--- src/rtl/fetch_unit_if.sv ---
// Fetch stage bus: memory read port on one side, decoder handshake on the other.
// The fetch unit drives the master modport; memory and decoder sit behind slave.
interface fetch_unit_if #(
    parameter int REG_WIDTH  = 8,
    parameter int ADDR_WIDTH = 16
);
    logic [ADDR_WIDTH-1:0] mem_addr;
    logic                  mem_rd;
    logic [REG_WIDTH-1:0]  mem_data_in;
    logic                  mem_valid;
    logic [REG_WIDTH-1:0]  instruction;
    logic [REG_WIDTH-1:0]  operand;
    logic [ADDR_WIDTH-1:0] addr;
    logic                  instruction_ready;
    logic                  instruction_done;
    logic                  pc_load;
    logic [ADDR_WIDTH-1:0] pc_load_value;
    logic [ADDR_WIDTH-1:0] pc_out;

    modport master (
        output mem_addr, mem_rd, instruction, operand, addr, instruction_ready, pc_out,
        input  mem_data_in, mem_valid, instruction_done, pc_load, pc_load_value
    );

    modport slave (
        input  mem_addr, mem_rd, instruction, operand, addr, instruction_ready, pc_out,
        output mem_data_in, mem_valid, instruction_done, pc_load, pc_load_value
    );
endinterface

--- src/rtl/fetch_unit.sv ---
// Instruction fetch: loads PC from the reset vector, reads opcode plus operand
// bytes, forms the base address and hands it to the decoder via ready/done.
module fetch_unit #(
    parameter int                    REG_WIDTH    = 8,
    parameter int                    ADDR_WIDTH   = 16,
    parameter logic [ADDR_WIDTH-1:0] RESET_VECTOR = 16'hFFFC
) (
    input logic          clk,
    input logic          reset,
    fetch_unit_if.master bus
);

    typedef enum logic [2:0] {
        VEC_LO, VEC_HI, FETCH_OP, FETCH_LO, FETCH_HI, PRESENT, ISSUE
    } state_t;

    state_t                state;
    logic [ADDR_WIDTH-1:0] pc;
    logic [ADDR_WIDTH-1:0] pc_inc;
    logic [ADDR_WIDTH-1:0] opaddr;
    logic [REG_WIDTH-1:0]  opcode;
    logic [REG_WIDTH-1:0]  lo;
    logic [REG_WIDTH-1:0]  hi;
    logic [1:0]            nops;
    logic                  take;

    // Operand byte count from the bbb/cc opcode fields.
    function automatic logic [1:0] op_count(input logic [REG_WIDTH-1:0] op);
        case (op[4:2])
            3'b011, 3'b111: return 2'd2;
            3'b010:         return (op[1:0] == 2'b01) ? 2'd1 : 2'd0;
            3'b110:         return (op[1:0] == 2'b01) ? 2'd2 : 2'd0;
            default:        return 2'd1;
        endcase
    endfunction

    function automatic logic is_imm(input logic [REG_WIDTH-1:0] op);
        return (op[4:2] == 3'b010 && op[1:0] == 2'b01) ||
               (op[4:2] == 3'b000 && op[1:0] != 2'b01);
    endfunction

    assign pc_inc     = pc + ADDR_WIDTH'(1);
    assign take       = bus.mem_rd & bus.mem_valid;
    assign bus.pc_out = pc;

    always_ff @(posedge clk or posedge reset) begin
        if (reset) begin
            state                 <= VEC_LO;
            pc                    <= '0;
            opaddr                <= '0;
            opcode                <= '0;
            lo                    <= '0;
            hi                    <= '0;
            nops                  <= '0;
            bus.mem_rd            <= 1'b0;
            bus.mem_addr          <= RESET_VECTOR;
            bus.instruction       <= '0;
            bus.operand           <= '0;
            bus.addr              <= '0;
            bus.instruction_ready <= 1'b0;
        end else begin
            case (state)
                VEC_LO: begin
                    // First cycle out of reset only raises the read request.
                    if (!bus.mem_rd) begin
                        bus.mem_rd <= 1'b1;
                    end else if (take) begin
                        pc[REG_WIDTH-1:0] <= bus.mem_data_in;
                        bus.mem_addr      <= RESET_VECTOR + ADDR_WIDTH'(1);
                        state             <= VEC_HI;
                    end
                end
                VEC_HI: if (take) begin
                    pc[ADDR_WIDTH-1:REG_WIDTH] <= bus.mem_data_in;
                    bus.mem_addr <= ADDR_WIDTH'({bus.mem_data_in, pc[REG_WIDTH-1:0]});
                    state        <= FETCH_OP;
                end
                FETCH_OP: if (take) begin
                    opcode <= bus.mem_data_in;
                    nops   <= op_count(bus.mem_data_in);
                    pc     <= pc_inc;
                    if (op_count(bus.mem_data_in) == 2'd0) begin
                        bus.mem_rd <= 1'b0;
                        state      <= PRESENT;
                    end else begin
                        bus.mem_addr <= pc_inc;
                        state        <= FETCH_LO;
                    end
                end
                FETCH_LO: if (take) begin
                    lo     <= bus.mem_data_in;
                    opaddr <= pc;
                    pc     <= pc_inc;
                    if (nops == 2'd2) begin
                        bus.mem_addr <= pc_inc;
                        state        <= FETCH_HI;
                    end else begin
                        bus.mem_rd <= 1'b0;
                        state      <= PRESENT;
                    end
                end
                FETCH_HI: if (take) begin
                    hi         <= bus.mem_data_in;
                    pc         <= pc_inc;
                    bus.mem_rd <= 1'b0;
                    state      <= PRESENT;
                end
                PRESENT: begin
                    bus.instruction <= opcode;
                    bus.operand     <= (nops == 2'd0) ? '0 : lo;
                    if (nops == 2'd2)      bus.addr <= ADDR_WIDTH'({hi, lo});
                    else if (nops == 2'd0) bus.addr <= pc;
                    else if (is_imm(opcode)) bus.addr <= opaddr;
                    else                   bus.addr <= ADDR_WIDTH'(lo);
                    state <= ISSUE;
                end
                ISSUE: begin
                    // Ready lags ISSUE entry by one edge, so a done left high by
                    // the previous instruction cannot retire this one.
                    if (!bus.instruction_ready) begin
                        bus.instruction_ready <= 1'b1;
                    end else if (bus.instruction_done) begin
                        bus.instruction_ready <= 1'b0;
                        bus.mem_rd            <= 1'b1;
                        state                 <= FETCH_OP;
                        if (bus.pc_load) begin
                            pc           <= bus.pc_load_value;
                            bus.mem_addr <= bus.pc_load_value;
                        end else begin
                            bus.mem_addr <= pc;
                        end
                    end
                end
                default: state <= VEC_LO;
            endcase
        end
    end

endmodule

--- src/flat_wrapper.sv ---
// flat-port wrapper written by rule: the top's interface ports become plain ports
module fetch_unit_flat 
#(
    parameter int                    REG_WIDTH    = 8,
    parameter int                    ADDR_WIDTH   = 16,
    parameter logic [ADDR_WIDTH-1:0] RESET_VECTOR = 16'hFFFC
)
  (clk, reset, bus_mem_addr, bus_mem_rd, bus_instruction, bus_operand, bus_addr, bus_instruction_ready, bus_pc_out, bus_mem_data_in, bus_mem_valid, bus_instruction_done, bus_pc_load, bus_pc_load_value);
  fetch_unit_if #(.REG_WIDTH(REG_WIDTH), .ADDR_WIDTH(ADDR_WIDTH)) bus_i ();
  input logic clk;
  input logic reset;
  output wire logic [$bits(bus_i.mem_addr)-1:0] bus_mem_addr;
  output wire logic [$bits(bus_i.mem_rd)-1:0] bus_mem_rd;
  output wire logic [$bits(bus_i.instruction)-1:0] bus_instruction;
  output wire logic [$bits(bus_i.operand)-1:0] bus_operand;
  output wire logic [$bits(bus_i.addr)-1:0] bus_addr;
  output wire logic [$bits(bus_i.instruction_ready)-1:0] bus_instruction_ready;
  output wire logic [$bits(bus_i.pc_out)-1:0] bus_pc_out;
  input wire logic [$bits(bus_i.mem_data_in)-1:0] bus_mem_data_in;
  input wire logic [$bits(bus_i.mem_valid)-1:0] bus_mem_valid;
  input wire logic [$bits(bus_i.instruction_done)-1:0] bus_instruction_done;
  input wire logic [$bits(bus_i.pc_load)-1:0] bus_pc_load;
  input wire logic [$bits(bus_i.pc_load_value)-1:0] bus_pc_load_value;
  assign bus_mem_addr = bus_i.mem_addr;
  assign bus_mem_rd = bus_i.mem_rd;
  assign bus_instruction = bus_i.instruction;
  assign bus_operand = bus_i.operand;
  assign bus_addr = bus_i.addr;
  assign bus_instruction_ready = bus_i.instruction_ready;
  assign bus_pc_out = bus_i.pc_out;
  assign bus_i.mem_data_in = bus_mem_data_in;
  assign bus_i.mem_valid = bus_mem_valid;
  assign bus_i.instruction_done = bus_instruction_done;
  assign bus_i.pc_load = bus_pc_load;
  assign bus_i.pc_load_value = bus_pc_load_value;
  fetch_unit #(.REG_WIDTH(REG_WIDTH), .ADDR_WIDTH(ADDR_WIDTH), .RESET_VECTOR(RESET_VECTOR)) u_core (.clk(clk), .reset(reset), .bus(bus_i));
endmodule
--- config.mk ---
export PLATFORM = sky130hd
export DESIGN_NAME = fetch_unit_flat
export DESIGN_NICKNAME = d
export VERILOG_FILES = /design/src/rtl/fetch_unit_if.sv /design/src/rtl/fetch_unit.sv /design/src/flat_wrapper.sv
export SDC_FILE = /design/constraint.sdc
export NUM_CORES = 1
export LEC_CHECK = 0
export BUFFER_PORTS_ARGS = -buffer_cell sky130_fd_sc_hd__buf_2
export CAP_MARGIN = 20
export CORE_ASPECT_RATIO = 1.2
export CORE_MARGIN = 5
export CORE_UTILIZATION = 51
export DETAILED_ROUTE_END_ITERATION = 10
export PLACE_DENSITY = 0.73
export SLEW_MARGIN = 10
export SYNTH_ARGS = -nofsm -noshare
export SYNTH_HDL_FRONTEND = slang
export SYNTH_SLANG_ARGS = --single-unit
export TNS_END_PERCENT = 10
--- constraint.sdc ---
create_clock -name clk -period 5.1 [get_ports clk]
set_input_delay 1.275 -clock clk [delete_from_list [all_inputs] [get_ports clk]]
set_output_delay 1.275 -clock clk [all_outputs]
set_load 0.01 [all_outputs]
Word level (Yosys, flattened, before mapping):

Cells that the tools add are included.
Widths: inputs -> output; s select.

* flip-flop bits (word level): 111
* input bits: 29
* output and inout bits: 66

* add/subtract/negate cells: 1
* equality and inequality tests: 28
* muxes and demuxes: 46
* bitwise operators: 1
* reductions and logical operators: 21

Operators by type and width (number)
* $mux 16: 14
* $pmux 16 s5: 1
* $pmux 8 s3: 2
* $mux 3: 9
* $mux 8: 3
* $ne 2x1->1 const B: 11
* $pmux 3 s7: 1
* $add 16x1->16 const B: 1
* $reduce_and 8->1: 2
* $eq 3x2->1 const B: 5
* $eq 3x3->1 const B: 5
* $mux 1: 11
* $reduce_and 10->1: 1
* $reduce_bool 5->1: 2
* $logic_not 3->1: 2
* $mux 2: 3
* $ne 2x2->1 const B: 3
* $pmux 2 s3: 1
* $reduce_and 2->1: 3
* $reduce_and 6->1: 1
* $reduce_bool 3->1: 2
* $pmux 1 s5: 1
* $reduce_and 5->1: 1
* $eq 2x1->1 const B: 2
* 8 further kinds: 10

Depth between registers and ports, before layout:

Gate-level depths: netlist of run 1.

* depth after elaboration: 9
* mapped depth: 7
* depth with buffers taken out: 6

Least setup slack after synthesis of run 1:

No wires, ideal clock.

* kind: input port to flip-flop
* from: input bus_pc_load
* to: register u_core.bus.mem_addr[15]
* setup time: 0.094 ns
* arrival time: 2.406 ns
* data required time: 5.006 ns
* path slack: 2.600 ns
* stages: 6
* cells stage by stage: buf_2 -> buf_2 -> mux2i_1 -> nor2_1 -> a2111oi_0 -> a21oi_1

* longest elaborated chain between the ends: 4

RTL lines
* from (decl): RTL line flat_wrapper.sv:22 `input wire logic [$bits(bus_i.pc_load)-1:0] bus_pc_load;`
* $mux 16 (3 in a row)
* $pmux 16 s5: RTL line fetch_unit.sv:62 `case (state)`
* to (signal assigned): RTL line fetch_unit.sv:69 `bus.mem_addr <= RESET_VECTOR + ADDR_WIDTH'(1);`
* to (signal assigned): RTL line fetch_unit.sv:75 `bus.mem_addr <= ADDR_WIDTH'({bus.mem_data_in, pc[REG_WIDTH-1:0]});`
* to (signal assigned): RTL line fetch_unit.sv:86 `bus.mem_addr <= pc_inc;`
* to (decl): RTL line fetch_unit_if.sv:21 `output mem_addr, mem_rd, instruction, operand, addr, instruction_ready, pc_out,`

No other way between the ends. The select of a mux whose other input is x is not followed.
A chain may end at the register's enable or synchronous reset.

Worst setup path after layout of run 1:

* from: register u_core.state[2]
* to: register u_core.bus.mem_addr[0]

* longest elaborated chain between the ends: 3

RTL lines
* from (decl): RTL line fetch_unit.sv:17 `state_t state;`
* from (signal assigned): RTL line fetch_unit.sv:48 `state <= VEC_LO;`
* from (signal assigned): RTL line fetch_unit.sv:70 `state <= VEC_HI;`
* from (signal assigned): RTL line fetch_unit.sv:76 `state <= FETCH_OP;`
* $eq 3x1->1 (tied with other cells): RTL line fetch_unit.sv:62
* $reduce_bool 5->1 (no source line) (tied with other cells)
* $reduce_and 10->1 (no source line)

Parallel ways exist; a longest one is shown, timed or not.

==> flow_metrics.tcl, run 1 <==
set metrics [dict create \
    outcome "finished, final reports clean" \
    yosys.area_share.simple_pct 13.1 \
    cts_tree "done" \
    syn_avg_cell_area_um2 9.48 \
    routed_wirelength_mm 17.2 \
    synth_compound_area_share_pct 20.0 \
    mostFrequentLayoutCell "dfrtp_1" \
    ios 95 \
    slowest_stage "dfrtp_1" \
    leakagePower_uw 0.00306 \
    crit_chain "buf_4 > nand3b_1 > nor2_1 > a2bb2oi_2 > o41ai_1 > o21ai_0" \
    drt_iter0_markers 405 \
    place_congestion 0.954 \
    holdBufCountCts 0 \
    synth_cell_types 61 \
    setup_violations 0 \
    synth_edf_count 0 \
    synth_mux_area_share_pct 12.8 \
    syn_to_final_growth_pct 13.2 \
    cp.required_ns 5.36 \
    synthAdderAreaFrac_pct 0.208 \
    cts.clk_slew.worst_paths_ns 0.08 \
    htree_levels 3 \
    synth_top_family_by_area "compound AO/OA/AOI/OAI gates" \
    yosysWarnings 0 \
    wl_per_cell_um 20.0 \
    powerDensity_nw_per_um2 669 \
    die_area_um2 14000 \
    syn_inst 633 \
    antenna_left 0 \
    synth-seq-area-share_pct 46.6 \
    row_count 43 \
    grt_pass1_vias 4911 \
    cp-start-kind "flip-flop" \
    cap_violations 0 \
    cts_resized 0 \
    dp_hpwl_mm 12.2 \
    cts_buffers 9 \
    avgViaCountPerCell 5.97 \
    synthArstFlopShare_pct 100 \
    layout_common_cells "dfrtp_1, buf_2, o21ai_0" \
    dp.cells 840 \
    timing.fmax_ghz 0.359 \
    finish.instance_area_um2 6800 \
    tightest_slew_ns 1.03 \
    crit_arrival_ns 3.04 \
    synth-seq-cells 111 \
    slowest_delay_ns 0.55 \
    die_h_um 129 \
    core_um2 11600 \
    clock_latency_ns 0.35 \
    grt-ovfl-total 0 \
    netlist_area_um2 6000 \
    die_w_um 109 \
    cts_root_buffer "clkbuf_16" \
    firstDrtPassIters 5 \
    fin_setup_tns_ns 0 \
    vdd_drop_max_mv 0.368 \
    fin_crit_sh_pct 54.6 \
    fin_nets 725 \
    synthXorXnorAreaFrac_pct 2.31 \
    grt_start_max_net_pins 75 \
    drv_slew 0 \
    final_cells 857 \
    cp_max_fo 23 \
    clkSinkCount 111 \
    critical_path_class "reg2reg" \
    drc 0 \
    max_slew_margin_pct 31.6 \
    period_needed_ns 2.78 \
    dpl-instance-area_um2 6490 \
    antenna_found_initial 0 \
    postCtsSetupBuffers 0 \
    via_count 5114 \
    grt_pass1_wl_mm 27.1 \
    drive_gt1_share_pct 26.1 \
    synth_nets 663 \
    rsz0062_at_grt "false" \
    placement.io_buffers 94 \
    diodes 0 \
    hold_viol_final 0 \
    endpoint_kind "flip-flop" \
    initial_utilization_pct 51.9 \
    skew_ns 0.00728 \
    holdCritPathClass "reg2reg" \
    cts_buffer_depth 2 \
    grtUsageTotal_pct 24.9 \
    synth_flop_cell "dfrtp_1" \
]
## report_power, final
| part | leakage, uW | switching [uW] | internal [uW] |
|---|---|---|---|
| Combinational | 0.00157 | 1210 | 878 |
| Clock | 0.000128 | 343 | 338 |
| Sequential | 0.00136 | 459 | 1320 |
| Total | 0.00306 | 2010 | 2540 |
## kinds of logic after synthesis
| family | Yosys count |
|---|---|
| DFF | 111 |
| and+or+nand+nor | 172 |
| adders and majority gates | 1 |
| xor gates and xnor gates | 15 |
| AOI/OAI and AO/OA | 195 |
| buffers and inverters | 67 |
| muxes | 72 |
## Yosys cell counts (7+ instances only)
master	count	area, um2
dfrtp_1	97	2430
o21ai_0	81	405
nand2_1	71	267
nor2_1	52	195
a21oi_1	42	210
mux2_2	37	417
mux2i_1	35	350
clkbuf_1	23	86.3
buf_2	19	95.1
inv_1	15	56.3
dfstp_2	14	368
nor3_1	14	70.1
a31oi_1	11	68.8
xor2_1	8	70.1
nand3_1	7	35.0
## per-layer routing
| layer | part of all wire, % | global-route usage [%] | up-vias |
|---|---|---|---|
| li1 | - | - | 2389 |
| met1 | 44 | 34.9 | 2458 |
| met2 | 46 | 38.8 | 235 |
| met3 | 6.8 | 4.72 | 32 |
| met4 | 2.7 | 8.54 | 0 |
| met5 | 0 | 0 | - |
## worst max-delay path: cells and delay by family (launching register included)
| family | cells | cell delay (ns) |
|---|---|---|
| AND/OR/NAND/NOR | 2 | 0.89 |
| AO/OA/AOI/OAI | 3 | 0.91 |
| buffers and inverters | 1 | 0.34 |
| flip-flops | 1 | 0.55 |
## stage by stage
step                      hold slack, ns  power (uW)  utilization (%)  setup WS [ns]
after floorplan                    0.449        3180                -          0.918
after global placement             0.456        3800             56.1           2.25
after detailed placement           0.465        3850             56.1           2.20
after CTS                          0.482        4540             58.6           2.38
after global routing               0.495        4870             58.7           2.11
final                              0.474        4550             58.7           2.32
## state kept, by name, indices dropped and copies added (netlist names), 3 cells and up
register and cells:
u_core.lo 8, u_core.bus.operand 8, u_core.bus.pc_out 16, u_core.bus.instruction 8, u_core.hi 8, u_core.bus.addr 16
u_core.opaddr 16, u_core.opcode 8, u_core.bus.mem_addr 16, u_core.state 3
## final timing paths
path,endpoint,slack (ns),cells past startpoint,from
setup reg to reg,u_core.bus.mem_addr[0],2.32,6,u_core.state[2]
max in group asynchronous,u_core.bus.mem_addr[2],2.91,3,reset
hold / removal,u_core.bus.addr[12],0.47,2,u_core.bus.addr[12]
setup / recovery,u_core.bus.mem_addr[0],2.32,6,u_core.state[2]
min in group asynchronous,u_core.hi[5],1.13,2,reset
hold reg to reg,u_core.bus.addr[12],0.47,2,u_core.bus.addr[12]
## final cells by class
type | instances | area, um2
clock buffer | 9 | 225
clock inverter | 7 | 57.6
multi-input combinational | 455 | 2910
fill | 1006 | 4770
sequential | 111 | 2800
inverter | 15 | 58.8
timing repair buffer | 103 | 551
tap | 157 | 196
Power figures use the tool's default switching activity.
==> inputs of run 2 (changes only) <==
- clock period: 5.1 -> 2.7 ns (I/O delays scaled with it)
==> run 2 against run 1 <==
Net effect: count of clock-buffer cells in the layout increased by 1; worst hold slack got worse by 0.017 ns; combinational power increased by 100%; critical path depth unchanged; register-to-register slack got worse by 1.9 ns; non-clock buffer count increased by 21; critical path type unchanged; largest cell class unchanged.
==> flow_metrics.tcl, run 2 (same netlist as run 1, synthesis figures left out) <==
set metrics [dict create \
    outcome "finished, final reports clean" \
    p_switching_uw 3900 \
    drive_gt1_share_pct 28.2 \
    cts_root_buffer "clkbuf_16" \
    placement.io_buffers 94 \
    period_needed_ns 2.32 \
    powerDensity_nw_per_um2 1280 \
    holdWs_ns 0.457 \
    max_slew_margin_pct 48.1 \
    htree_levels 3 \
    die_w_um 109 \
    p_sw_share_pct 43.6 \
    clock_latency_ns 0.36 \
    hold_viol_final 0 \
    tightest_slew_ns 0.759 \
    dp_hpwl_mm 13.1 \
    cts_tree "done" \
    setup_violations 0 \
    cts_resized 0 \
    dp.cells 862 \
    place_congestion 0.939 \
    drv_slew 0 \
    grtUsageTotal_pct 27.2 \
    vdd_drop_max_mv 0.704 \
    die_h_um 129 \
    rsz0062_at_grt "false" \
    drt_iter0_markers 399 \
    diodes 0 \
    slowest_stage "dfrtp_1" \
    drc 0 \
    cp-start-kind "flip-flop" \
    leakagePower_uw 0.00318 \
    critical_path_class "reg2reg" \
    holdCritPathClass "in2async" \
    cp_max_fo 17 \
    antenna_left 0 \
    grt_pass1_wl_mm 29.2 \
    ios 95 \
    via_count 5279 \
    fin_crit_sh_pct 86.0 \
    final_cells 878 \
    skew_ns 0.0100 \
    postCtsSetupBuffers 0 \
    p_seq_share_pct 36.5 \
    p_clk_share_pct 15.6 \
    fin_nets 746 \
    endpoint_kind "flip-flop" \
    grt_start_max_net_pins 112 \
    cts_buffer_depth 2 \
    slowest_delay_ns 0.72 \
    syn_to_final_growth_pct 16.4 \
    grt_pass1_vias 5238 \
    crit_arrival_ns 2.61 \
    firstDrtPassIters 6 \
    grt-ovfl-total 0 \
    clkSinkCount 111 \
    initial_utilization_pct 51.9 \
    core_um2 11600 \
    holdBufCountCts 0 \
    avgViaCountPerCell 6.01 \
    cts.clk_slew.worst_paths_ns 0.08 \
    crit_chain "buf_4 > nand2b_1 > nor2_1 > a22oi_1 > a21oi_1 > o32a_1" \
    wl_per_cell_um 21.0 \
    fill_cells 1015 \
    layout_common_cells "dfrtp_1, buf_2, o21ai_0" \
    antenna_found_initial 0 \
    cp.required_ns 2.99 \
    pwr-share-comb_pct 47.9 \
    cts_buffers 9 \
    row_count 43 \
    die_area_um2 14000 \
    fin_setup_tns_ns 0 \
    mostFrequentLayoutCell "dfrtp_1" \
    routed_wirelength_mm 18.5 \
    cap_violations 0 \
    timing.fmax_ghz 0.431 \
    internal_power_uw 5040 \
]
run 2: cell count changes in the layout (fill, tap and decap cells not counted):
cell        previous run  this run
clkinvlp_4             4         3
clkinv_2               1         0
inv_4                  1         0
clkinv_4               0         1
bufinv_16              0         1
buf_4                  8        28
buf_12                 1         2
clkbuf_1               0         1
run 2: worst paths after layout:
| path | startpoint | endpoint | slack [ns] | cells after the start |
|---|---|---|---|---|
| max | u_core.state[1] | u_core.bus.pc_out[12] | 0.38 | 6 |
| min | reset | u_core.bus.addr[3] | 0.46 | 3 |
| max reg2reg | u_core.state[1] | u_core.bus.pc_out[12] | 0.38 | 6 |
| min reg2reg | u_core.bus.operand[7] | u_core.bus.operand[7] | 0.47 | 2 |
| max in group asynchronous | reset | u_core.opaddr[12] | 1.78 | 3 |
| min in group clk | u_core.bus.operand[7] | u_core.bus.operand[7] | 0.47 | 2 |
run 2: cell type report:
type	instances	area [um2]	share of cell area, %
sequential	111	2800	40.0
multi-input combinational	455	2910	41.7
tap	157	196	2.81
clock inverter	6	76.3	1.09
clock buffer	10	229	3.28
inverter	15	60.1	0.859
timing repair buffer	124	721	10.3
run 2: critical path, delay by kind of cell (launching register included):
| kind | cells | cell delay (ns) |
|---|---|---|
| flops | 1 | 0.72 |
| simple gates | 2 | 0.68 |
| compound gates | 3 | 0.57 |
| buf+inv | 1 | 0.28 |
run 2: power by group through the flow:
stage | Combinational (uW) | Clock [uW] | Sequential (uW)
floorplan | 2870 | 0 | 3130
finish | 4280 | 1390 | 3260
global placement | 4220 | 0 | 3220
detailed placement | 4250 | 0 | 3260
CTS | 4290 | 1420 | 3230
global route | 4730 | 1470 | 3350
run 2: metal layers:
| layer | wire length, um | share of wire [%] | global-route usage (%) |
|---|---|---|---|
| met1 | 8030 | 43 | 37.2 |
| met2 | 8620 | 47 | 42.2 |
| met3 | 1070 | 5.8 | 4.32 |
| met4 | 746 | 4.0 | 13.1 |
| met5 | 0 | 0 | 0 |
run 2: metrics by stage:
stage | cell area, um2 | total power (uW) | worst slack [ns] | utilization [%]
floorplan | 6010 | 6000 | 0.693 | -
global placement | 6680 | 7440 | 0.326 | 57.8
detailed placement | 6680 | 7520 | 0.341 | 57.8
CTS | 6990 | 8940 | 0.381 | 60.4
global route | 6990 | 9550 | 0.181 | 60.4
finish | 6990 | 8940 | 0.378 | 60.4
